$ cat src/rtl/tape_pkg.sv
// ============================================================================
// Module   : tape_pkg
// Brief    : Shared types and defaults for the cassette transport tracker.
// Revision : 1.0 - initial release
// ============================================================================
`default_nettype none

package tape_pkg;

    localparam int POS_W_DEF       = 24;
    localparam int UPD_GAP_DEF     = 32;
    localparam int HOLD_FRAMES_DEF = 120;

    typedef enum logic [1:0] {
        ST_STOP  = 2'd0,
        ST_PLAY  = 2'd1,
        ST_PAUSE = 2'd2,
        ST_EOT   = 2'd3
    } tape_state_t;

    function automatic logic is_running(input tape_state_t s);
        return (s == ST_PLAY);
    endfunction

endpackage

`default_nettype wire

$ cat src/rtl/tape_progress_limiter.sv
// ============================================================================
// Module   : progress_limiter
// Brief    : Throttles how often the internal byte count is republished as pos.
// Revision : 1.0 - initial release
// ============================================================================
`default_nettype none

module progress_limiter
    import tape_pkg::*;
#(
    parameter int POS_W   = POS_W_DEF,
    parameter int UPD_GAP = UPD_GAP_DEF
) (
    input  logic             i_clk,
    input  logic             i_reset_n,
    input  logic             i_clear,
    input  logic             i_force,
    input  logic [POS_W-1:0] i_cnt,
    output logic [POS_W-1:0] o_pos
);

    localparam int               c_GAP_W   = (UPD_GAP > 1) ? $clog2(UPD_GAP) : 1;
    localparam logic [c_GAP_W-1:0] c_GAP_MAX = c_GAP_W'(UPD_GAP - 1);

    logic [POS_W-1:0]   r_pos;
    logic [c_GAP_W-1:0] r_gap;
    logic               w_gap_sat;

    assign w_gap_sat = (r_gap == c_GAP_MAX);

    // Clear publishes zero at once and restarts the spacing window.
    always_ff @(posedge i_clk) begin
        if (!i_reset_n) begin
            r_pos <= '0;
            r_gap <= '0;
        end else if (i_clear) begin
            r_pos <= '0;
            r_gap <= '0;
        end else if (w_gap_sat && ((i_cnt != r_pos) || i_force)) begin
            r_pos <= i_cnt;
            r_gap <= '0;
        end else if (!w_gap_sat) begin
            r_gap <= r_gap + c_GAP_W'(1);
        end
    end

    assign o_pos = r_pos;

endmodule

`default_nettype wire

$ cat src/rtl/tape_progress.sv
// ============================================================================
// Module   : tape_progress
// Brief    : Cassette transport FSM, byte counter and overlay enable hold.
// Revision : 1.0 - initial release
// ============================================================================
`default_nettype none

module tape_progress
    import tape_pkg::*;
#(
    parameter int UPD_GAP     = UPD_GAP_DEF,
    parameter int HOLD_FRAMES = HOLD_FRAMES_DEF,
    parameter int POS_W       = POS_W_DEF
) (
    input  logic             i_clk,
    input  logic             reset_n,
    input  logic             load,
    input  logic [POS_W-1:0] size,
    input  logic             play,
    input  logic             stop,
    input  logic             rewind,
    input  logic             byte_rd,
    input  logic             vsync,
    output logic [POS_W-1:0] pos,
    output logic [POS_W-1:0] max,
    output logic             ena,
    output logic             motor,
    output logic             eot
);

    localparam int                c_HOLD_W    = $clog2(HOLD_FRAMES + 1);
    localparam logic [c_HOLD_W-1:0] c_HOLD_INIT = c_HOLD_W'(HOLD_FRAMES);

    tape_state_t         r_state;
    tape_state_t         w_state_nxt;
    logic [POS_W-1:0]    r_cnt;
    logic [POS_W-1:0]    w_cnt_nxt;
    logic [POS_W-1:0]    w_cnt_inc;
    logic [POS_W-1:0]    r_max;
    logic [c_HOLD_W-1:0] r_hold;
    logic [c_HOLD_W-1:0] w_hold_nxt;
    logic                r_vsync_d;
    logic                w_vs_rise;
    logic                w_leave_play;
    logic                r_motor;
    logic                r_eot;
    logic                r_ena;

    assign w_cnt_inc = r_cnt + POS_W'(1);
    assign w_vs_rise = vsync & ~r_vsync_d;

    // Load outranks rewind, which outranks the play/stop requests; stop beats play.
    always_comb begin
        w_state_nxt = r_state;
        w_cnt_nxt   = r_cnt;
        if (load || rewind) begin
            w_state_nxt = ST_STOP;
            w_cnt_nxt   = '0;
        end else begin
            case (r_state)
                ST_STOP: begin
                    if (play && !stop && (r_max != '0)) begin
                        w_state_nxt = ST_PLAY;
                    end
                end
                ST_PLAY: begin
                    if (byte_rd && (r_cnt != r_max)) begin
                        w_cnt_nxt = w_cnt_inc;
                    end
                    if (byte_rd && (w_cnt_inc == r_max)) begin
                        w_state_nxt = ST_EOT;
                    end else if (stop) begin
                        w_state_nxt = ST_PAUSE;
                    end
                end
                ST_PAUSE: begin
                    if (play && !stop) begin
                        w_state_nxt = ST_PLAY;
                    end
                end
                default: begin
                    w_state_nxt = r_state;
                end
            endcase
        end
    end

    assign w_leave_play = is_running(r_state) && !is_running(w_state_nxt);

    always_comb begin
        w_hold_nxt = r_hold;
        if (is_running(w_state_nxt)) begin
            w_hold_nxt = '0;
        end else if (w_leave_play) begin
            w_hold_nxt = c_HOLD_INIT;
        end else if (w_vs_rise && (r_hold != '0)) begin
            w_hold_nxt = r_hold - c_HOLD_W'(1);
        end
    end

    always_ff @(posedge i_clk) begin
        if (!reset_n) begin
            r_state   <= ST_STOP;
            r_cnt     <= '0;
            r_max     <= '0;
            r_hold    <= '0;
            r_vsync_d <= 1'b0;
            r_motor   <= 1'b0;
            r_eot     <= 1'b0;
            r_ena     <= 1'b0;
        end else begin
            r_state   <= w_state_nxt;
            r_cnt     <= w_cnt_nxt;
            r_hold    <= w_hold_nxt;
            r_vsync_d <= vsync;
            r_motor   <= is_running(r_state);
            r_eot     <= (r_state == ST_EOT);
            r_ena     <= is_running(w_state_nxt) || (w_hold_nxt != '0);
            if (load) begin
                r_max <= size;
            end
        end
    end

    progress_limiter #(
        .POS_W   (POS_W),
        .UPD_GAP (UPD_GAP)
    ) u_limiter (
        .i_clk     (i_clk),
        .i_reset_n (reset_n),
        .i_clear   (load | rewind),
        .i_force   (r_state == ST_EOT),
        .i_cnt     (r_cnt),
        .o_pos     (pos)
    );

    assign max   = r_max;
    assign ena   = r_ena;
    assign motor = r_motor;
    assign eot   = r_eot;

endmodule

`default_nettype wire

$ cat config.mk
export PLATFORM = sky130hd
export DESIGN_NAME = tape_progress
export DESIGN_NICKNAME = d
export VERILOG_FILES = /design/src/rtl/tape_pkg.sv /design/src/rtl/tape_progress_limiter.sv /design/src/rtl/tape_progress.sv
export SDC_FILE = /design/constraint.sdc
export NUM_CORES = 1
export LEC_CHECK = 0
export CORE_ASPECT_RATIO = 1.2
export CORE_MARGIN = 1
export CORE_UTILIZATION = 40
export CTS_BUF_LIST = sky130_fd_sc_hd__clkbuf_8 sky130_fd_sc_hd__clkbuf_16
export DETAILED_ROUTE_END_ITERATION = 10
export PLACE_DENSITY_LB_ADDON = 0.2
export SYNTH_ARGS = -nofsm -noshare
export SYNTH_HDL_FRONTEND = slang
export SYNTH_HIERARCHICAL = 1
export SYNTH_SLANG_ARGS = --single-unit
$ cat constraint.sdc
create_clock -name i_clk -period 8 [get_ports i_clk]
set_input_delay 2 -clock i_clk [delete_from_list [all_inputs] [get_ports i_clk]]
set_output_delay 2 -clock i_clk [all_outputs]
set_load 0.01 [all_outputs]
Yosys cells after proc, flatten, opt, wreduce, memory -nomap -nowiden
Cells that the tools add are included.
Widths: inputs -> output; s select.
- flip-flop bits (word level): 90
- bits in latches: 0
- bits in writable memories: 0
- bits in read-only memories: 0
- input bits: 32
- output and inout port bits: 51
- word-level logic and storage cells: 54
- memories kept: 0
- add/subtract/negate cells: 3
- multipliers: 0
- divide/modulo/power cells: 0
- magnitude comparators: 0
- eq/ne operators: 8
- shift operators: 0
- mux-type cells: 9
- bitwise logic cells: 4
- reductions and logical operators: 20
- operators with widths (cell ; count):
    $ne 24x24->1 ; 2
    $add 24x1->24 const B ; 1
    $eq 24x24->1 ; 1
    $reduce_bool 24->1 ; 1
    $mux 7 ; 3
    $reduce_bool 7->1 ; 2
    $mux 2 ; 5
    $logic_and 1x1->1 ; 7
    $sub 7x1->7 const B ; 1
    $pmux 2 s3 ; 1
    $add 5x1->5 const B ; 1
    $eq 5x5->1 const B ; 1
    $eq 2x1->1 const B ; 2
    $eq 2x2->1 const B ; 2
    $reduce_or 2->1 ; 2
    $logic_or 1x1->1 ; 3
    $reduce_or 3->1 ; 1
    $logic_not 1->1 ; 2
    $logic_not 2->1 ; 1
    $not 1->1 ; 2
    $reduce_and 2->1 ; 1
    $and 1x1->1 ; 1
    $or 1x1->1 ; 1

Logic depth before layout (Yosys ltp)
- depth in word-level cells: 13
- mapped depth: 10

Cells and area by module
The synthesis kept the hierarchy.
- by module, submodules not included (module ; times used ; cells each ; area an instance (um2) ; seq. area each (um2)):
    tape_progress ; 1 ; 440 ; 3649.8 ; 1221.2
    progress_limiter ; 1 ; 113 ; 1255.0 ; 580.6

Worst setup path after synthesis
Ideal clock, no wire load.
- path kind: in2reg
- from: input port byte_rd
- to: register r_ena (netlist: ena)
- arrival time: 3.819 ns
- data required time: 7.942 ns
- path slack: 4.122 ns
- stages: 7
- path buffers: 0
- path through: nand3_1 a2111oi_0 nand4_1 or4_1 or3_4 a221oi_4 o21a_1
- longest elaborated chain between the ends: 11
- ends and longest elaborated chain (what ; RTL line ; RTL):
    from (decl) ; tape_progress.sv:22 ; input logic byte_rd,
    $logic_and 1x1->1 * ; tape_progress.sv:70 ; if (byte_rd && (w_cnt_inc == r_max)) begin
    $mux 2 * ; tape_progress.sv:70 ;
    $pmux 2 s3 * ; tape_progress.sv:60 ; case (r_state)
    $mux 2 * ; tape_progress.sv:56 ; if (load || rewind) begin
    $eq 2x1->1 * ; tape_pkg.sv:22 ; return (s == ST_PLAY);
    $logic_not 1->1 ; tape_progress.sv:88 ; assign w_leave_play = is_running(r_state) && !is_running(w_state_nxt);
    $logic_and 1x1->1 ; tape_progress.sv:88 ;
    $mux 7 ; tape_progress.sv:94 ; end else if (w_leave_play) begin
    $mux 7 ; tape_progress.sv:92 ; if (is_running(w_state_nxt)) begin
    $reduce_bool 7->1 ; tape_progress.sv:118 ; r_ena <= is_running(w_state_nxt) || (w_hold_nxt != '0);
    $logic_or 1x1->1 * ; tape_progress.sv:118 ;
    to (signal assigned) ; tape_progress.sv:118 ;
    to (decl) ; tape_progress.sv:47 ; logic r_ena;
Every way passes the cells marked *; elsewhere a longest branch is shown, timed or not.
A chain may end at the register's enable or synchronous reset.

Worst setup path in the final report
- from: input port byte_rd
- to: register r_hold[5]
- longest elaborated chain between the ends: 9
- ends and longest elaborated chain (what ; RTL line ; RTL):
    $logic_and 1x1->1 * ; tape_progress.sv:70 ;
    $mux 2 * ; tape_progress.sv:70 ;
    $pmux 2 s3 * ; tape_progress.sv:60 ;
    $mux 2 * ; tape_progress.sv:56 ;
    $eq 2x1->1 * ; tape_pkg.sv:22 ;
    $logic_not 1->1 ; tape_progress.sv:88 ;
    $logic_and 1x1->1 ; tape_progress.sv:88 ;
    $mux 7 ; tape_progress.sv:94 ;
    $mux 7 * ; tape_progress.sv:92 ;
    to (signal assigned) ; tape_progress.sv:114 ; r_hold <= w_hold_nxt;
    to (decl) ; tape_progress.sv:40 ; logic [c_HOLD_W-1:0] r_hold;
Marks and branches as above.

==> run metrics <==
status=completed; highest routed layer=met4; share of cells above drive strength 1=4.86%; commonest non-fill, non-tap cells in the layout=dfxtp_1, clkdlybuf4s50_1, nor2_1, xnor2_1, xor2_1; Worst path max stage delay=a little under 0.6 ns; critical path capture point type=flop; CTS H-tree lvls=3; clk buf depth=2; WL met3=just over 600 um; cell chain of the critical path=clkdlybuf4s50_1 > nand3_1 > a2111oi_0 > nand4_1 > or4_1 > or3_4 > a221oi_4 > nor3_1; syn avg cell area=8.87 sq um; Max Clock Freq=roughly 230 MHz; hold buffers post-CTS=0; relative slew slack=roughly 22%; Final TNS setup=0 ns; Final min period=~4.3 ns; Critical Path Source Type=primary input; Pleak=between 2 and 2.5 nW; critical path data required time=between 8 and 9 ns; cell area after synthesis=just under 5000 sq um; largest cells by area after synthesis=dfxtp_1, xnor2_1, xor2_1; Crit-path slowest cell=or4_1; CTS Buf Count=9; Final GP Congestion=about 0.86; core area=roughly 12000 sq um; Main synth FF type=dfxtp_1; Final Skew=0.00730 ns; Worst path top cell family by delay=simple AND/OR/NAND/NOR gates; PwrDens=just under 200 nW/um^2; DIE AREA=12700 sq um; commonest non-fill, non-tap cell in the layout=dfxtp_1; WS Path Type=in -> reg; WP data arrival=about 4.5 ns; Slew @ Worst Pin=between 1 and 1.5 ns; antenna violations before repair=0; CTS tree=done; Hold Path Stages=1; net count after synthesis=590; Slew Viols, Final=0; Worst Path Max Fanout=8; DP HPWL=roughly 10000 um; setup violators final=0; Chip Width=103 um; Distinct cells, synth=62; FP Rows=43; # diodes=0; metal2 WL=6720 um; post-CTS setup buffer count=0; Synth Warn #=6; Met1 Wirelength=around 5700 um; Remaining Overflow, GRT=0; number of synthesized flops with an enable pin=0; Layout Nets=approximately 650; drt pass-1 iters=4; Seq/Total Area, Yosys=roughly 37%; CTS resizes=0; FF-to-FF path depth=9; #FFs+latches synth=90; worst min path class=reg -> reg; Synth top area share=a little under two fifths; CTS sink count=90; clk slew on worst S/H paths=~0.070 ns; CP bufs+invs=1; final wirelength=between 10000 and 15000 um; Initial Util=a little over two fifths; global-route wire length before repair=approximately 21000 um; IO Pins=83; vias in the first global route=a little over 4000; via count=4344; CP Depth=8; Final Cycle Share=54.3%; root cell of the clock tree=clkbuf_16; antenna viol nets, final=0; 1st-iter DRT viols=around 190; post-DR wirelength/cell=17.3 um; RSZ-0062 raised after global routing=no; maximum vdd ir drop=~180 uV; Hold Vio Cnt, Final=0; drt via density=5.61; largest net degree at the start of global routing=33; GRT Overall Usage=approximately 22%; biggest area consumer among synthesized cells=dfxtp_1; Clock Latency Late Sink=~0.35 ns; asr flop ratio synth=0%; I/O Buffers=82; Max-Cap Viols=0; synthesis-to-finish area growth=23.3%; Pwr Total=1.18 mW; Synth Instances=between 500 and 600; Residual DRC=0; Die Y=~120 um
## cells by family (layout without fill, tap and decap cells)
logic type	count (synthesis)	after routing	synth area share [%]
xor gates and xnor gates	81	81	14.6
AOI/OAI and AO/OA	78	78	12.5
muxes	30	30	6.15
and+or+nand+nor	224	224	24.1
buffers and inverters	45	109	4.62
adders and majority gates	5	5	1.28
DFF	90	90	36.7
## state kept, by name (all words and copies together) (netlist names)
register and cells:
r_vsync_d 1, r_cnt 24, max 24, u_limiter/r_gap 5
r_hold 7, r_state 2, motor 1, eot 1
ena 1, u_limiter/o_pos 24
## cells in the mapped netlist, types with 10 or more instances
library cell,count
nand2_1,29
clkbuf_1,15
nand4_1,13
mux2i_1,29
xnor2_1,44
nor3_1,20
a22o_1,24
nand3_1,15
inv_1,10
nor2_1,67
xor2_1,36
nor4_1,19
dfxtp_1,90
buf_2,10
## area by class of cell
cell class	instances	area, sq um
Clock inverter	7	76.3
Multi-Input combinational cell	418	2880
Inverter	10	37.5
Fill cell	1151	5680
Clock buffer	9	225
Sequential cell	90	1800
Timing Repair Buffer	83	828
Tap cell	157	196
## where the power goes
part / switching (mW) / internal, mW
combinational: 0.118 / 0.116
sequential: 0.0335 / 0.476
clock: 0.188 / 0.244
total: 0.340 / 0.837
## layer usage
metal | vias to the layer above | global-route usage [%]
met5 | - | 0
met4 | 0 | 8.10
met3 | 25 | 4.13
met2 | 122 | 38.2
met1 | 2095 | 27.4
li1 | 2102 | -
## stage by stage
stage | util, % | instance area (sq um) | worst slack, ns | cells | hold slack (ns)
floorplan | - | 4900 | 4.12 | 553 | 0.476
global placement | 49.0 | 5750 | 3.46 | 758 | 0.493
detailed placement | 49.0 | 5750 | 3.31 | 758 | 0.504
CTS | 51.6 | 6050 | 3.66 | 774 | 0.523
global route | 51.6 | 6050 | 3.40 | 774 | 0.546
finish | 51.6 | 6050 | 3.66 | 774 | 0.526
## final timing paths
path / startpoint / end / slack [ns]
worst min-delay path: u_limiter/r_gap[4]$_SDFFE_PP0N_ / u_limiter/r_gap[4]$_SDFFE_PP0N_ / 0.53
worst max register to register: r_cnt[0]$_SDFFE_PP0P_ / r_hold[5]$_SDFF_PN0_ / 4.12
worst min register to register: u_limiter/r_gap[4]$_SDFFE_PP0N_ / u_limiter/r_gap[4]$_SDFFE_PP0N_ / 0.53
worst max-delay path: byte_rd / r_hold[5]$_SDFF_PN0_ / 3.66
No activity file was read; power rests on OpenSTA's default activity.
